`src/rtl/smc_pkg.sv`:
```
`default_nettype none
// ============================================================================
// Module   : smc_pkg
// Purpose  : Shared types and helpers for the sensor/motor/display controller:
//            FSM state and display-view encodings, hex-to-7-segment glyph
//            lookup and 3-bit binary-to-Gray conversion.
// Revision : 1.0  initial release
// ============================================================================
package smc_pkg;

    typedef enum logic [1:0] {
        S_OFF   = 2'd0,
        S_RUN   = 2'd1,
        S_FAULT = 2'd2
    } state_t;

    typedef enum logic [1:0] {
        BIN  = 2'd0,
        GRAY = 2'd1,
        EXS3 = 2'd2
    } disp_mode_t;

    // Glyph for "0", shown while the display pipeline is in reset.
    localparam logic [6:0] C_SEG7_ZERO = 7'h3F;

    // Active-high segments ordered {g,f,e,d,c,b,a}.
    function automatic logic [6:0] hex_to_seg7(input logic [3:0] hex);
        logic [6:0] seg;
        case (hex)
            4'h0: seg = 7'h3F;
            4'h1: seg = 7'h06;
            4'h2: seg = 7'h5B;
            4'h3: seg = 7'h4F;
            4'h4: seg = 7'h66;
            4'h5: seg = 7'h6D;
            4'h6: seg = 7'h7D;
            4'h7: seg = 7'h07;
            4'h8: seg = 7'h7F;
            4'h9: seg = 7'h6F;
            4'hA: seg = 7'h77;
            4'hB: seg = 7'h7C;
            4'hC: seg = 7'h39;
            4'hD: seg = 7'h5E;
            4'hE: seg = 7'h79;
            default: seg = 7'h71;
        endcase
        return seg;
    endfunction

    function automatic logic [2:0] bin_to_gray(input logic [2:0] bin);
        return bin ^ (bin >> 1);
    endfunction

    // Display views rotate BIN -> GRAY -> EXS3 -> BIN.
    function automatic disp_mode_t next_mode(input disp_mode_t mode);
        disp_mode_t nxt;
        case (mode)
            BIN:     nxt = GRAY;
            GRAY:    nxt = EXS3;
            default: nxt = BIN;
        endcase
        return nxt;
    endfunction

endpackage
`default_nettype wire

```
`src/rtl/sensor_debounce.sv`:
```
`default_nettype none
// ============================================================================
// Module   : sensor_debounce
// Purpose  : Two-flop synchroniser plus stability counter for a raw parallel
//            sensor bus. A value that stays unchanged for DEBOUNCE_CYCLES
//            cycles is accepted as the new level; a one-cycle level_valid
//            accompanies every accepted value that differs from the old one.
//            Pin-to-level latency is 2 + DEBOUNCE_CYCLES cycles.
// Revision : 1.0  initial release
// ============================================================================
module sensor_debounce #(
    parameter int WIDTH           = 3,
    parameter int DEBOUNCE_CYCLES = 16
) (
    input  logic             clk,
    input  logic             rst_n,
    input  logic [WIDTH-1:0] raw,
    output logic [WIDTH-1:0] level,
    output logic             level_valid
);

    localparam int                 C_CNT_W   = $clog2(DEBOUNCE_CYCLES + 1);
    localparam logic [C_CNT_W-1:0] C_CNT_MAX = C_CNT_W'(DEBOUNCE_CYCLES);
    localparam logic [C_CNT_W-1:0] C_CNT_ONE = C_CNT_W'(1);

    logic [WIDTH-1:0]   r_sync1;
    logic [WIDTH-1:0]   r_sync2;
    logic [WIDTH-1:0]   r_cand;
    logic [C_CNT_W-1:0] r_cnt;
    logic [WIDTH-1:0]   r_level;
    logic               r_valid;

    logic               w_differ;
    logic [C_CNT_W-1:0] w_cnt_next;
    logic               w_accept;

    // The edge on which the candidate first appears already counts as one
    // stable cycle, so a new value is accepted on the edge where the
    // updated count reaches DEBOUNCE_CYCLES.
    always_comb begin
        w_differ   = (r_sync2 != r_cand);
        w_cnt_next = r_cnt;
        if (w_differ) begin
            w_cnt_next = C_CNT_ONE;
        end else if (r_cnt != C_CNT_MAX) begin
            w_cnt_next = r_cnt + C_CNT_ONE;
        end
        w_accept = (w_cnt_next == C_CNT_MAX) && (r_sync2 != r_level);
    end

    // Synchronise the raw pins into the clock domain.
    always_ff @(posedge clk or negedge rst_n) begin
        if (!rst_n) begin
            r_sync1 <= '0;
            r_sync2 <= '0;
        end else begin
            r_sync1 <= raw;
            r_sync2 <= r_sync1;
        end
    end

    // Track the candidate and how long it has been stable; load it when stable.
    always_ff @(posedge clk or negedge rst_n) begin
        if (!rst_n) begin
            r_cand  <= '0;
            r_cnt   <= '0;
            r_level <= '0;
            r_valid <= 1'b0;
        end else begin
            r_cand  <= r_sync2;
            r_cnt   <= w_cnt_next;
            r_valid <= w_accept;
            if (w_accept) begin
                r_level <= r_sync2;
            end
        end
    end

    assign level       = r_level;
    assign level_valid = r_valid;

endmodule
`default_nettype wire

```
`src/rtl/sensor_motor_controller.sv`:
```
`default_nettype none
// ============================================================================
// Module   : sensor_motor_controller
// Purpose  : Debounces the 3-bit level sensor {p,q,r}, runs the motor through
//            a hysteresis FSM with minimum on/off times, and rotates a shared
//            7-segment display through binary, Gray and excess-3 views.
//            Optional build macro FAULT_DETECT_EN adds a sensor-jump fault
//            state; without it fault is tied low.
// Revision : 1.0  initial release
// ============================================================================
module sensor_motor_controller
    import smc_pkg::*;
#(
    parameter int DEBOUNCE_CYCLES = 16,
    parameter int LOW_TH          = 2,
    parameter int HIGH_TH         = 6,
    parameter int MIN_ON_CYCLES   = 64,
    parameter int MIN_OFF_CYCLES  = 64,
    parameter int DISP_PERIOD     = 1000
) (
    input  logic       clk,
    input  logic       rst_n,
    input  logic       p,
    input  logic       q,
    input  logic       r,
    input  logic       en,
    input  logic       disp_next,
    output logic [2:0] level,
    output logic       level_valid,
    output logic       motor,
    output logic [1:0] disp_mode,
    output logic [3:0] disp_code,
    output logic [6:0] seg7,
    output logic       fault
);

    localparam int                  C_ON_W    = $clog2(MIN_ON_CYCLES + 1);
    localparam int                  C_OFF_W   = $clog2(MIN_OFF_CYCLES + 1);
    localparam int                  C_DISP_W  = $clog2(DISP_PERIOD);
    localparam logic [C_ON_W-1:0]   C_ON_MAX  = C_ON_W'(MIN_ON_CYCLES);
    localparam logic [C_OFF_W-1:0]  C_OFF_MAX = C_OFF_W'(MIN_OFF_CYCLES);
    localparam logic [C_DISP_W-1:0] C_DISP_TC = C_DISP_W'(DISP_PERIOD - 1);
    localparam logic [2:0]          C_LOW     = 3'(LOW_TH);
    localparam logic [2:0]          C_HIGH    = 3'(HIGH_TH);

    logic [1:0]          r_rst_sync;
    logic                w_rst_n;
    logic [2:0]          w_level;
    logic                w_level_valid;

    state_t              r_state;
    logic                r_motor;
    logic [C_ON_W-1:0]   r_on_cnt;
    logic [C_OFF_W-1:0]  r_off_cnt;

    disp_mode_t          r_disp_mode;
    logic [C_DISP_W-1:0] r_view_cnt;
    logic [3:0]          w_code;
    logic [3:0]          r_disp_code;
    logic [6:0]          r_seg7;

`ifdef FAULT_DETECT_EN
    logic                r_fault;
    logic [2:0]          r_prev_level;
    logic [2:0]          w_delta;
    logic                w_jump;
`endif

    // Reset asserts immediately and releases two edges after rst_n rises.
    always_ff @(posedge clk or negedge rst_n) begin
        if (!rst_n) begin
            r_rst_sync <= 2'b00;
        end else begin
            r_rst_sync <= {r_rst_sync[0], 1'b1};
        end
    end

    assign w_rst_n = r_rst_sync[1];

    sensor_debounce #(
        .WIDTH           (3),
        .DEBOUNCE_CYCLES (DEBOUNCE_CYCLES)
    ) u_debounce (
        .clk         (clk),
        .rst_n       (w_rst_n),
        .raw         ({p, q, r}),
        .level       (w_level),
        .level_valid (w_level_valid)
    );

`ifdef FAULT_DETECT_EN
    // A freshly accepted level more than one step away from the last one.
    always_comb begin
        w_delta = (w_level > r_prev_level) ? (w_level - r_prev_level)
                                           : (r_prev_level - w_level);
        w_jump  = w_level_valid && (w_delta >= 3'd2);
    end

    // Remember the previously accepted level for jump detection.
    always_ff @(posedge clk or negedge w_rst_n) begin
        if (!w_rst_n) begin
            r_prev_level <= 3'd0;
        end else if (w_level_valid) begin
            r_prev_level <= w_level;
        end
    end
`endif

    // Motor FSM with saturating on/off timers; motor mirrors S_RUN.
    always_ff @(posedge clk or negedge w_rst_n) begin
        if (!w_rst_n) begin
            r_state   <= S_OFF;
            r_motor   <= 1'b0;
            r_on_cnt  <= '0;
            r_off_cnt <= C_OFF_MAX;
`ifdef FAULT_DETECT_EN
            r_fault   <= 1'b0;
`endif
        end else begin
            case (r_state)
                S_OFF: begin
                    if (r_off_cnt != C_OFF_MAX) begin
                        r_off_cnt <= r_off_cnt + 1'b1;
                    end
                    if (en && (w_level <= C_LOW) && (r_off_cnt >= C_OFF_MAX)) begin
                        r_state  <= S_RUN;
                        r_motor  <= 1'b1;
                        r_on_cnt <= '0;
                    end
                end
                S_RUN: begin
                    if (r_on_cnt != C_ON_MAX) begin
                        r_on_cnt <= r_on_cnt + 1'b1;
                    end
                    // Disable overrides the minimum on time.
                    if (!en || ((w_level >= C_HIGH) && (r_on_cnt >= C_ON_MAX))) begin
                        r_state   <= S_OFF;
                        r_motor   <= 1'b0;
                        r_off_cnt <= '0;
                    end
                end
`ifdef FAULT_DETECT_EN
                S_FAULT: begin
                    if (!en) begin
                        r_state   <= S_OFF;
                        r_fault   <= 1'b0;
                        r_off_cnt <= '0;
                    end
                end
`endif
                default: begin
                    r_state <= S_OFF;
                    r_motor <= 1'b0;
                end
            endcase
`ifdef FAULT_DETECT_EN
            // A sensor jump wins over any normal transition this cycle.
            if (w_jump && (r_state != S_FAULT)) begin
                r_state <= S_FAULT;
                r_motor <= 1'b0;
                r_fault <= 1'b1;
            end
`endif
        end
    end

    // View timer: advance on terminal count or on request, never twice.
    always_ff @(posedge clk or negedge w_rst_n) begin
        if (!w_rst_n) begin
            r_disp_mode <= BIN;
            r_view_cnt  <= '0;
        end else if (disp_next || (r_view_cnt == C_DISP_TC)) begin
            r_disp_mode <= next_mode(r_disp_mode);
            r_view_cnt  <= '0;
        end else begin
            r_view_cnt  <= r_view_cnt + 1'b1;
        end
    end

    // Value for the current view.
    always_comb begin
        w_code = {1'b0, w_level};
        case (r_disp_mode)
            GRAY:    w_code = {1'b0, bin_to_gray(w_level)};
            EXS3:    w_code = {1'b0, w_level} + 4'd3;
            default: w_code = {1'b0, w_level};
        endcase
    end

    // Register the displayed value and its glyph.
    always_ff @(posedge clk or negedge w_rst_n) begin
        if (!w_rst_n) begin
            r_disp_code <= 4'd0;
            r_seg7      <= C_SEG7_ZERO;
        end else begin
            r_disp_code <= w_code;
            r_seg7      <= hex_to_seg7(w_code);
        end
    end

    assign level       = w_level;
    assign level_valid = w_level_valid;
    assign motor       = r_motor;
    assign disp_mode   = r_disp_mode;
    assign disp_code   = r_disp_code;
    assign seg7        = r_seg7;
`ifdef FAULT_DETECT_EN
    assign fault       = r_fault;
`else
    assign fault       = 1'b0;
`endif

endmodule
`default_nettype wire

```
`config.mk`:
```
export PLATFORM = sky130hd
export DESIGN_NAME = sensor_motor_controller
export DESIGN_NICKNAME = d
export VERILOG_FILES = /design/src/rtl/smc_pkg.sv /design/src/rtl/sensor_debounce.sv /design/src/rtl/sensor_motor_controller.sv
export SDC_FILE = /design/constraint.sdc
export NUM_CORES = 1
export LEC_CHECK = 0
export CORE_UTILIZATION = 57
export CTS_CLUSTER_DIAMETER = 40
export DETAILED_ROUTE_END_ITERATION = 6
export GPL_TIMING_DRIVEN = 1
export HOLD_SLACK_MARGIN = 0.15
export PLACE_DENSITY = 0.79
export SLEW_MARGIN = 20
export SYNTH_ARGS = -nofsm -noshare
export SYNTH_HDL_FRONTEND = slang
export SYNTH_HIERARCHICAL = 1
export SYNTH_SLANG_ARGS = --single-unit
```
`constraint.sdc`:
```
create_clock -name clk -period 2.35 [get_ports clk]
set_input_delay 0.47 -clock clk [delete_from_list [all_inputs] [get_ports clk]]
set_output_delay 0.47 -clock clk [all_outputs]
set_load 0.01 [all_outputs]
```
==> reports/metrics.yaml, run 1 <==
place_hpwl_mm: 3.69
ys.flop_type: "dfrtp_1"
drt-total-wl_mm: 5.25
end_kind: "flip-flop"
fin_util_pct: 71.9
crit_slowest_cell: "dfrtp_1"
grt_busiest_layer: "met2"
dieArea_um2: 5450
grt_max_degree: 39
tns_ns: 0
tritoncts: "built"
finalSetupViolCount: 0
coreArea_um2: 4850
synth_seq_area_share_pct: 49.6
cp.arrival_ns: 2.43
p_comb_share_pct: 32.8
crit_chain: "inv_1 -> ha_1 -> nor4bb_2 -> xnor2_1 -> nand2b_2 -> nor4b_4 -> mux2_2"
clk-insertion-delay-late_ns: 0.34
fin_crit_sh_pct: 94.1
dr.pass1.iters: 4
cp_max_fo: 3
root_buffer: "clkbuf_8"
tightest_slew_ns: 0.498
p_per_area_nw_per_um2: 908
avgRoutedWirePerCell_um: 13.6
drtIter0Drc: 108
yosysMostFrequentCell: "dfrtp_1"
synth_cells: 279
clk_path_buf_depth: 2
use_met2_pct: 37.0
clk_pin_slew_ns: 0.07
grt_pass1_wl_mm: 8.88
start_util_pct: 60.7
use_met3_pct: 8.23
via_per_inst: 5.32
swShare_pct: 34.1
report.final.slew_viol_count: 0
power.switching_mw: 1.08
design_area_um2: 3490
async_reset_ff_share_pct: 100
power_mw: 3.17
nets: 344
synth_seq_cells: 58
vias: 2058
intPower_mw: 2.09
reg2reg_from: "u_debounce/r_cnt[0]"
finClkSkew_ns: 0.00996
start_kind: "flip-flop"
status: "finished clean"
cts_max_level: 3
met1_usage_pct: 26.2
final.fill_count: 356
crit_start: "u_debounce/r_cnt[0]"
syn_area_um2: 2940
ant_nets: 0
max_stage_delay_ns: 0.40
relSlewSlack_pct: 66.0
critical-path-top-delay-family: "simple AND/OR/NAND/NOR gates"
syn_area_per_cell_um2: 10.5
yosys-top-cells-area: "dfrtp_1, ha_1, dfstp_2"
yosysTopAreaCell: "dfrtp_1"
synth_top_cell_area_share_pct: 43.4
grt_setup_unrepaired: "no"
synthTopCellsByCount: "dfrtp_1, nor2_1, ha_1, inv_1, nand2_1"
drc_errors: 0
place_ws_ns: 0.124
synth_nets: 308
path_class: "reg2reg"
grt_pass1_vias: 1981
place_area_um2: 3300
diodes: 0
io_buffers: 24
synth_enable_flop_cells: 0
antenna_found_initial: 0
syn2layout_area_growth_pct: 18.6
post_cts_buffers: 0
num_io_pins: 26
p_leak_nw: 1.59
vdd_ir_drop_max_v: 0.000956
ys.warnings.count: 6
multiInputGateArea_um2: 1380
power_frac_seq_pct: 41.3
die_x_um: 73.8
grt_usage_pct: 22.4
cts-buffers-inserted: 9
maxCapViolCount: 0
core.rowCount: 25
fin_ws_ns: 0.138
overflow: 0
hold_path_class: "reg2async"
seq_area_um2: 1460
place_congestion: 0.803
drive_gt1_share_pct: 15.0
cts_resized: 0
max_freq_mhz: 452
cts_hold_buffers: 0
share_clk_of_total_power_pct: 25.8
cts.sinks: 58
synth.distinct_cells: 50
reg2reg_slack_ns: 0.14
finalHoldViolations: 0
die_h_um: 73.8
cp.required_ns: 2.57
path_buf_inv: 1
fin_crit_ns: 2.21
-- final cells by class --
class                           instances  area share (%)
Tap cell                               67            2.40
Timing Repair Buffer                   30            8.54
Clock inverter                          5           0.825
Sequential cell                        58            41.9
Clock buffer                           11            4.34
Multi-Input combinational cell        193            39.5
Inverter                               23            2.55
-- cell families (layout without fill, tap and decap cells) --
logic type | count (synthesis) | after routing | share of synthesized area [%]
xor+xnor | 25 | 25 | 7.44
compound gates | 45 | 45 | 10.2
mux | 6 | 6 | 2.64
fa+ha+maj | 22 | 22 | 9.36
buf+inv | 28 | 69 | 3.83
other cells | 2 | 2 | 0.255
flops | 58 | 58 | 49.6
simple gates | 93 | 93 | 16.6
-- power groups by stage --
| stage | logic (mW) | registers, mW | clock network (mW) |
|---|---|---|---|
| 6_report | 1.04 | 1.31 | 0.817 |
| 5_1_grt | 1.17 | 1.33 | 0.887 |
| 4_1_cts | 1.03 | 1.31 | 0.844 |
| 3_5_place_dp | 1.01 | 1.32 | 0 |
| 3_3_place_gp | 0.969 | 1.32 | 0 |
| 2_1_floorplan | 0.632 | 1.34 | 0 |
-- cells in the final DEF (no fill, tap or decap), drive strengths merged, types with 2 or more instances in the layout --
cell type	n
dfstp	7
clkinv	5
a211oi	4
a22oi	5
a22o	2
nor2	30
nor4b	2
nand2b	4
o21ai	13
and3	4
mux2	4
a21oi	10
xnor2	14
clkbuf	11
clkdlybuf4s50	24
a21o	3
nand3	18
a31oi	3
inv	23
conb	2
xor2	11
ha	22
nor2b	2
nor3	3
dfrtp	51
nand3b	2
buf	6
nand2	21
-- registers in the layout, indices dropped and copies added (netlist names), 3 cells and up --
| name | flops |
|---|---|
| disp_code | 4 |
| r_off_cnt | 7 |
| r_on_cnt | 7 |
| r_view_cnt | 10 |
| seg7 | 7 |
| u_debounce/level | 3 |
| u_debounce/r_cand | 3 |
| u_debounce/r_cnt | 5 |
| u_debounce/r_sync1 | 3 |
| u_debounce/r_sync2 | 3 |
-- layer usage --
metal  up-vias  wire, µm
met4         0        68
met3         7       234
li1       1017         -
met2        39      2620
met1       995      2330
met5         -         0
-- worst reg2reg max path, cell delays in order (launching register included) --
cell,delay (ns)
dfrtp_1,0.40
inv_1,0.11
ha_1,0.22
nor4bb_2,0.34
xnor2_1,0.19
nand2b_2,0.13
nor4b_4,0.33
mux2_2,0.37
-- stage by stage --
step / cells / hold slack (ns)
2_1_floorplan: 279 / 0.174
3_3_place_gp: 371 / 0.217
3_5_place_dp: 371 / 0.224
4_1_cts: 387 / 0.224
5_1_grt: 387 / 0.249
6_report: 387 / 0.203
-- path summary, 6_finish.rpt --
| check | to | cells past startpoint |
|---|---|---|
| worst max-delay path | u_debounce/level[0] | 7 |
| worst min register to register | disp_code[1] | 0 |
| worst max register to register | u_debounce/level[0] | 7 |
| max in group asynchronous | r_off_cnt[6] | 1 |
| min in group clk | u_debounce/r_sync2[0] | 0 |
| worst min-delay path | disp_code[1] | 0 |
No activity file was read; power rests on OpenSTA's default activity.
==> inputs of run 2 (changes only) <==
ABC_CLOCK_PERIOD_IN_PS = 2350   (was not set)
==> results of run 2 <==
No change in the layout: final DEF, timing and power equal those of run 1.
==> inputs of run 3 (changes only) <==
CORE_UTILIZATION = 63   (was 57)
DONT_BUFFER_PORTS = 1   (was not set)
PLACE_DENSITY = 0.83   (was 0.79)
==> run 3 against run 2 <==
  * Non-clock buffer count shrank 17
  * Clock skew down 0.0012 ns
  * Sequential share of layout area up 2.2 points
  * Sequential power barely moved
  * Utilization increased by 3.1 points
  * Wire length increased by 2.5%
  * Flip-flop and latch count did not move
  * Hold slack got worse by 0.014 ns
  * Critical path type unchanged
  * Critical endpoint is now seg7[3]
  * Largest cell class unchanged
  * Largest power group unchanged
==> reports/metrics.yaml, run 3 (synthesis gave the netlist of run 1 again) <==
cts-buffers-inserted: 9  # unchanged
coreArea_um2: 4410  # -9.0%
root_buffer: "clkbuf_8"
swShare_pct: 33.1  # -0.96 points
clk_pin_slew_ns: 0.07  # about the same
final_cell_mix: "dfrtp_1, nor2_1, inv_1, ha_1, nand2_1"
drt-total-wl_mm: 5.38  # +2.5%
tns_ns: 0  # unchanged
nets: 327  # -4.9%
tritoncts: "built"
num_io_pins: 26  # unchanged
ant_nets: 0  # unchanged
grt_setup_unrepaired: "no"
reg2reg_from: "disp_mode[1]"
start_util_pct: 66.6  # +6.0 points
core.rowCount: 24  # -4.0%
antenna_found_initial: 0  # unchanged
largest_reg_flops: 10  # unchanged
p_leak_nw: 1.55  # -3.0%
finalHoldViolations: 0  # unchanged
die_x_um: 70.3  # -4.7%
top_register: "r_view_cnt"
fin_crit_sh_pct: 93.2  # -0.95 points
maxCapViolCount: 0  # unchanged
cts_max_level: 3  # unchanged
overflow: 0  # unchanged
post_cts_buffers: 0  # unchanged
cts.sinks: 58  # unchanged
rr_worst_depth: 8  # +1
reg2reg_slack_ns: 0.16  # +0.02 ns
intPower_mw: 2.18  # +4.3%
grt_usage_pct: 24.6  # +2.2 points
clk-insertion-delay-late_ns: 0.34  # about the same
avgRoutedWirePerCell_um: 15.2  # +12%
syn2layout_area_growth_pct: 12.6
setup.worst_path.end: "seg7[3]"
relSlewSlack_pct: 55.4  # -11 points
share_clk_of_total_power_pct: 31.4  # +5.6 points
power.switching_mw: 1.08  # about the same
power_mw: 3.26  # +2.8%
start_kind: "flip-flop"
cp.required_ns: 2.64  # +0.07 ns
max_freq_mhz: 457  # +1.0%
fin_crit_ns: 2.19  # -0.0222 ns
p_per_area_nw_per_um2: 983  # +8.3%
power_frac_seq_pct: 41.1  # -0.2 points
end_kind: "flip-flop"
drc_errors: 0  # unchanged
hold_path_class: "in2reg"
path_class: "reg2reg"
grt_max_degree: 57  # +46%
crit_start: "disp_mode[1]"
via_per_inst: 5.68  # +6.7%
dr.pass1.iters: 4  # unchanged
drive_gt1_share_pct: 16.5  # +1.5 points
place_congestion: 0.823  # +2.5%
die_h_um: 70.3  # -4.7%
cp_max_fo: 5  # +2
grt_pass1_vias: 2014  # +1.7%
clk_path_buf_depth: 2  # unchanged
report.final.slew_viol_count: 0  # unchanged
status: "finished clean"
tightest_slew_ns: 0.670  # +0.172 ns
finalSetupViolCount: 0  # unchanged
io_buffers: 0  # -100%
place_hpwl_mm: 3.50  # -5.1%
grt_pass1_wl_mm: 9.27  # +4.4%
cp.arrival_ns: 2.48  # +0.05 ns
reg2reg_to: "seg7[3]"
vdd_ir_drop_max_v: 0.000831  # -13%
p_comb_share_pct: 27.5  # -5.3 points
drtIter0Drc: 156  # +44%
finClkSkew_ns: 0.00876  # -0.00120 ns
dieArea_um2: 4950  # -9.3%
vias: 2015  # -2.1%
final_common_cell: "dfrtp_1"
hold_depth: 1
diodes: 0  # unchanged
-- run 3: power by group through the flow --
stage | logic (mW) | registers (mW) | clock network, mW
final | 0.897 | 1.34 | 1.02
after floorplan | 0.632 | 1.34 | 0
after global routing | 1.01 | 1.36 | 1.08
after global placement | 0.823 | 1.35 | 0
after detailed placement | 0.847 | 1.36 | 0
after CTS | 0.878 | 1.34 | 1.03
-- run 3: worst max-delay path, stage by stage, from the launching register on --
cell and delay [ns]:
dfrtp_1 0.39, buf_4 0.16, ha_1 0.25, a22oi_1 0.28
a21oi_1 0.18, ha_1 0.34, inv_1 0.05, mux4_2 0.43
inv_1 0.07
-- run 3: metrics by stage --
step	setup WS (ns)	hold WS, ns	cells	instance area, µm²	utilization, %
2_1_floorplan	0.128	0.174	279	2940	-
6_report	0.160	0.190	355	3310	75.1
3_3_place_gp	0.204	0.174	335	3050	69.1
4_1_cts	0.0784	0.178	355	3310	75.0
3_5_place_dp	0.127	0.174	335	3050	69.1
5_1_grt	0.0587	0.174	355	3310	75.1
-- run 3: repair_timing --
item	CTS	global route
endpoints found under the hold margin	5	0
gates resized for setup	0	1
hold buffers	4	0
endpoints found under the setup margin	0	1
-- run 3: worst min-delay path by stage --
| stage | from | to | slack [ns] |
|---|---|---|---|
| 6_report | disp_next | r_view_cnt[2] | 0.19 |
| 5_1_grt | disp_next | r_view_cnt[8] | 0.17 |
| 2_1_floorplan | rst_n | r_rst_sync[0] | 0.17 |
| 3_5_place_dp | rst_n | r_rst_sync[0] | 0.17 |
| 3_3_place_gp | rst_n | r_rst_sync[0] | 0.17 |
| 4_1_cts | disp_next | r_view_cnt[8] | 0.18 |
-- run 3: final cells by class --
cell class	instances	area (µm²)
inverter	23	88.8
clock buffer	10	138
sequential	58	1460
multi-input combinational	193	1370
fill	275	1100
tap	52	65.1
clock inverter	6	80.1
timing repair buffer	13	108
-- run 3: per-layer routing --
| layer | part of all wire, % | track usage, % | vias up |
|---|---|---|---|
| met5 | 0 | 0 | - |
| met4 | 0.93 | 10.0 | 0 |
| met3 | 5.0 | 8.51 | 6 |
| met2 | 48 | 37.1 | 41 |
| met1 | 46 | 32.6 | 982 |
| li1 | - | - | 986 |
